## src/rtl/count_ones.sv

```systemverilog
// count_ones: registered 32-bit population count built from a balanced adder tree,
// with asynchronous reset assertion and a two-flop synchronised release.
module count_ones (
    input  logic        clk,
    input  logic        reset_n,
    input  logic [31:0] in,
    output logic [5:0]  count
);
    logic [1:0] l1 [16];
    logic [2:0] l2 [8];
    logic [3:0] l3 [4];
    logic [4:0] l4 [2];
    logic [5:0] l5;
    logic [1:0] sync_q;
    logic [5:0] count_d, count_q;
    always_comb begin
        for (int i = 0; i < 16; i++) l1[i] = {1'b0, in[2*i]} + {1'b0, in[2*i+1]};
        for (int i = 0; i < 8; i++) l2[i] = {1'b0, l1[2*i]} + {1'b0, l1[2*i+1]};
        for (int i = 0; i < 4; i++) l3[i] = {1'b0, l2[2*i]} + {1'b0, l2[2*i+1]};
        for (int i = 0; i < 2; i++) l4[i] = {1'b0, l3[2*i]} + {1'b0, l3[2*i+1]};
        l5 = {1'b0, l4[0]} + {1'b0, l4[1]};
    end
    // count stays cleared until the synchronised reset has been released
    assign count_d = sync_q[1] ? l5 : 6'd0;
    always_ff @(posedge clk or negedge reset_n) begin
        if (!reset_n) begin
            sync_q  <= 2'b00;
            count_q <= 6'd0;
        end else begin
            sync_q  <= {sync_q[0], 1'b1};
            count_q <= count_d;
        end
    end
    assign count = count_q;
endmodule

```

## config.mk

```make
export PLATFORM = sky130hd
export DESIGN_NAME = count_ones
export DESIGN_NICKNAME = d
export VERILOG_FILES = /design/src/rtl/count_ones.sv
export SDC_FILE = /design/constraint.sdc
export NUM_CORES = 1
export LEC_CHECK = 0
export BUFFER_PORTS_ARGS = -buffer_cell sky130_fd_sc_hd__buf_2
export CORE_ASPECT_RATIO = 1.75
export CORE_MARGIN = 5
export CORE_UTILIZATION = 40
export CTS_BUF_LIST = sky130_fd_sc_hd__clkbuf_8
export CTS_CLUSTER_DIAMETER = 200
export DETAILED_ROUTE_END_ITERATION = 10
export GPL_TIMING_DRIVEN = 0
export PLACE_DENSITY = 0.67
export SLEW_MARGIN = 40
export SYNTH_ARGS = -nofsm -noshare
export SYNTH_HDL_FRONTEND = slang
export SYNTH_SLANG_ARGS = --single-unit
```

## constraint.sdc

```tcl
create_clock -name clk -period 1.1 [get_ports clk]
set_clock_uncertainty 0.2 [all_clocks]
set_input_delay 0.055 -clock clk [delete_from_list [all_inputs] [get_ports clk]]
set_output_delay 0.055 -clock clk [all_outputs]
set_load 0.1 [all_outputs]
```

## Word level (Yosys, flattened, before mapping)

Index checks and enable logic that the tools add are counted.

| operators by class | value |
|---|---|
| add/subtract/negate cells | 31 |
| multiplexer cells | 1 |

Operator list:

| operator | number |
|---|---|
| $add A1 B1 Y2 | 16 |
| $add A2 B2 Y3 | 8 |
| $add A3 B3 Y4 | 4 |
| $add A4 B4 Y5 | 2 |
| $add A5 B5 Y6 | 1 |
| $mux W6 | 1 |

| word-level totals | value |
|---|---|
| register bits after elaboration | 8 |
| logic and storage cells | 34 |

## Depth between registers and ports, before layout

| logic depth | value |
|---|---|
| word-level depth | 6 |
| mapped depth | 14 |
| mapped depth without buffers | 14 |

## Least setup slack after synthesis

Ideal clock, no wire load.

| timing path | value |
|---|---|
| path kind | input to register |
| start | in in[0] |
| end | reg count_q[4] (netlist: count[4]) |
| library setup time | 79 ps |
| data arrival time | 4109 ps |
| required time | 821 ps |
| path slack | -3289 ps |
| stages | 13 |
| buffers on the path | 0 |
| path through | inv_1 fa_1 fa_1 fa_1 fa_1 fa_1 fa_1 inv_1 ha_1 fa_1 a21o_1 a21oi_2 mux2i_1 |

| on the way | value |
|---|---|
| cells in the longest elaborated chain, start to end | 6 |

Ends and longest elaborated chain:

| element | RTL line | text |
|---|---|---|
| start: declaration | 6 | `input logic [31:0] in,` |
| $add A1 B1 Y2 | 17 | `for (int i = 0; i < 16; i++) l1[i] = {1'b0, in[2*i]} + {1'b0, in[2*i+1]};` |
| $add A2 B2 Y3 | 18 | `for (int i = 0; i < 8; i++) l2[i] = {1'b0, l1[2*i]} + {1'b0, l1[2*i+1]};` |
| $add A3 B3 Y4 | 19 | `for (int i = 0; i < 4; i++) l3[i] = {1'b0, l2[2*i]} + {1'b0, l2[2*i+1]};` |
| $add A4 B4 Y5 | 20 | `for (int i = 0; i < 2; i++) l4[i] = {1'b0, l3[2*i]} + {1'b0, l3[2*i+1]};` |
| $add A5 B5 Y6 | 21 | `l5 = {1'b0, l4[0]} + {1'b0, l4[1]};` |
| $mux W6 | 24 | `assign count_d = sync_q[1] ? l5 : 6'd0;` |
| via count_d[4] | 15 | `logic [5:0] count_d, count_q;` |
| end signal: assignment | 31 | `count_q <= count_d;` |
| end: declaration | 15 |  |

The timed path passes the listed nets, and every way through them passes these cells.

## Worst setup path in the final report

| timing path | value |
|---|---|
| start | in in[17] |
| end | reg count_q[4] (netlist: count[4]) |

Same word-level chain as after synthesis.

==> key figures <==
Clock tree
  – H-Tree Depth: 1
  – CTS root buf: clkbuf_8
  – Clk Latency, worst-skew pair: between 0.2 and 0.25 ns
  – Clk pin slew, worst setup/hold paths: roughly 0.040 ns
  – CTS tree: built
  – Num CTS Buffers: 3
  – # clock sinks: 8
  – Clock Tree Buf Depth: 2

Placed design
  – I/O Buffers: 39
  – Placed inst area: ~1300 sq um
  – GP Congestion: approximately 0.73
  – HPWL after DPL: about 1.9 mm

GRT
  – Pin count of the biggest net entering global routing: 9
  – Initial antenna violation count: 0
  – First-pass GRT wire length: roughly 3.5 mm
  – GR Util All Layers: a little under an eighth
  – Vias in the first global route: between 900 and 1000
  – GRT overflow: 0

Detailed routing
  – Met3 wire len: approximately 110 um
  – Total routed wirelength: between 1.5 and 2 mm
  – Via count: 758
  – DR iter-0 viols: 5
  – Top Metal Used: met4
  – WL met1: 508 um
  – Met2 WL post-DR: roughly 1.3 mm
  – DRC viols: 0
  – Antenna viol nets, final: 0
  – Routed vias/inst: about 4.4
  – Drt wl/cell: around 11 um
  – Drt first pass iters: 2

Floorplanning
  – Io pins: 40
  – DIE AREA: ~3800 sq um
  – Initial Util: 41.9%
  – Die Span Y: roughly 78 um
  – Core Area: about 2500 sq um
  – Chip width: 48.8 um
  – Site row count: 24

Yosys
  – Sequential-to-total area share from yosys stat: a little under a fifth
  – Post-synthesis adder-cell area fraction: roughly 54%
  – Synth Area in Simple Gates: under 10%
  – Yosys reg bits: 8
  – Netlist cell types: 19
  – Yosys warning count: 0
  – Synthesized cell area: approximately 1100 sq um
  – Synth Area in XOR/XNOR: less than 1%
  – Largest family of logic cells by synthesized area: adder cells
  – Syn Nets: about 170
  – Proportion of synthesized area in mux cells: less than 1%
  – Synthesized area per cell: 10.4 sq um
  – Post-Synthesis Cells: around 100
  – Synth Area in Compound Gates: 3.67%

Timing
  – Fin. Hold Viols: 9
  – Final worst setup slack: -3.15 ns
  – Setup Viol. Count Final: 6
  – Max Freq: between 0.2 and 0.25 GHz
  – WHS: -0.0138 ns
  – Max Slew Vio Count: 0
  – Period utilization: 386%
  – RSZ-0062 raised after global routing: yes
  – Fin crit period: between 4 and 5 ns

Outcome
  – Failing checks: hold timing, setup timing
  – Outcome: finished, violations left

Job
  – Max-capacitance violation count: 0

Setup path
  – Crit start category: input pin
  – Critical path cell sequence: buf_6, fa_1, inv_1, fa_1, fa_1, fa_1, fa_1, fa_1, inv_2, ha_4, fa_2, a21o_1, a21oi_2, mux2i_1
  – Crit path DAT: roughly 4.2 ns
  – Setup CP Type: input pin to register
  – Crit-path max FO: 2
  – Crit. Startpoint: in[17]
  – CP endpoint kind: register
  – R2r startpoint: sync_q[1]
  – CP dominant cell by count: fa_1
  – Critical path data required time: 1.05 ns
  – Slowest CP cell: fa_1
  – Max stage delay on crit path: roughly 0.53 ns

Layout
  – Fillers: 229
  – Antenna cells: 0
  – Share of layout cells above drive strength 1: a little under half
  – Final instance area: approximately 1500 sq um
  – Nets: about 210
  – Multi-input combinational cell area: roughly 720 sq um
  – Layout area overhead: 39.0%
  – Register area: roughly 210 sq um

Min path
  – Worst Hold Class: input pin to asynchronous set/reset pin
critical path: cells and delay by family:
family,cells,cell delay (ns)
multiplexers,1,0.18
AO/OA/AOI/OAI,2,0.32
adder cells (fa/ha/maj),8,3.45
buffers and inverters,3,0.19
cells by family after synthesis:
| logic type | after synthesis |
|---|---|
| buffers and inverters | 47 |
| adder cells (fa/ha/maj) | 31 |
| flip-flops | 8 |
| AND/OR/NAND/NOR | 8 |
| AO/OA/AOI/OAI | 5 |
| other | 1 |
| XOR/XNOR | 1 |
| multiplexers | 1 |
worst paths after layout:
path | cells past startpoint | slack (ns) | to
worst max-delay path | 14 | -3.15 | count[4]
worst min-delay path | 2 | -0.01 | sync_q[0]
worst max register to register | 2 | 0.12 | count[5]
worst min register to register | 0 | 0.15 | sync_q[1]
max in group asynchronous | 2 | 0.53 | count[3]
min in group clk | 3 | 0 | count[0]
cell usage after synthesis:
master     n  share of area [%]
nor2_1     1               0.36
nand2b_1   1               0.59
conb_1     1               0.36
xnor2_1    1               0.83
inv_1     47                 17
mux2i_1    1               0.95
a21o_1     1               0.71
ha_1       7                8.3
dfrtp_1    8                 19
nor3_2     1               0.95
a21oi_2    1               0.83
nand2_1    1               0.36
and2_1     2                1.2
fa_1      24                 45
nand3_1    1               0.47
and3b_1    1               0.83
a21oi_1    1               0.47
a21boi_1   1               0.71
o21ba_1    1               0.95
registers in the layout, summed over array words and instances (netlist names):
signal and count:
count 6, sync_q 2
metrics by stage:
stage	worst slack (ns)	cells	setup TNS [ns]	util [%]
after floorplan	-3.20	102	-17.55	-
after global placement	-3.44	167	-18.82	52.3
after detailed placement	-3.50	167	-19.29	52.3
after CTS	-3.19	173	-17.70	57.0
after global routing	-3.32	174	-18.41	58.2
final	-3.15	174	-17.47	58.2
per-layer routing:
metal  vias up  global-route usage (%)
met5         -                       0
met4         0                    4.85
met3         3                    3.07
met2        22                    23.7
met1       369                    10.2
li1        364                       -
final cells by class:
type / count / area share [%]
multi-input combinational: 47 / 49.4
timing repair buffer: 42 / 18.9
sequential: 8 / 14.1
inverter: 47 / 12.4
clock buffer: 3 / 2.81
tap: 26 / 2.22
clock inverter: 1 / 0.256
layout by cell type, fill, tap and decap left out, drive strengths merged:
master	count
o21ba	1
nand2b	1
inv	48
a21o	1
dfrtp	8
fa	24
nand3	1
nor2	1
and3b	1
dlygate4sd3	1
mux2i	1
a21oi	2
a21boi	1
conb	1
clkbuf	3
nor3	1
and2	2
ha	7
buf	41
nand2	1
xnor2	1
timing repair:
item	CTS	global route
endpoints found under the hold margin	9	0
setup buffers	1	1
hold buffers	1	0
endpoints found under the setup margin	12	8
gates resized for setup	16	7
pin swaps	3	2
Power is left out: the tool's default activity adds up to more than one toggle a clock period on the data nets, which glitch-free logic cannot reach.
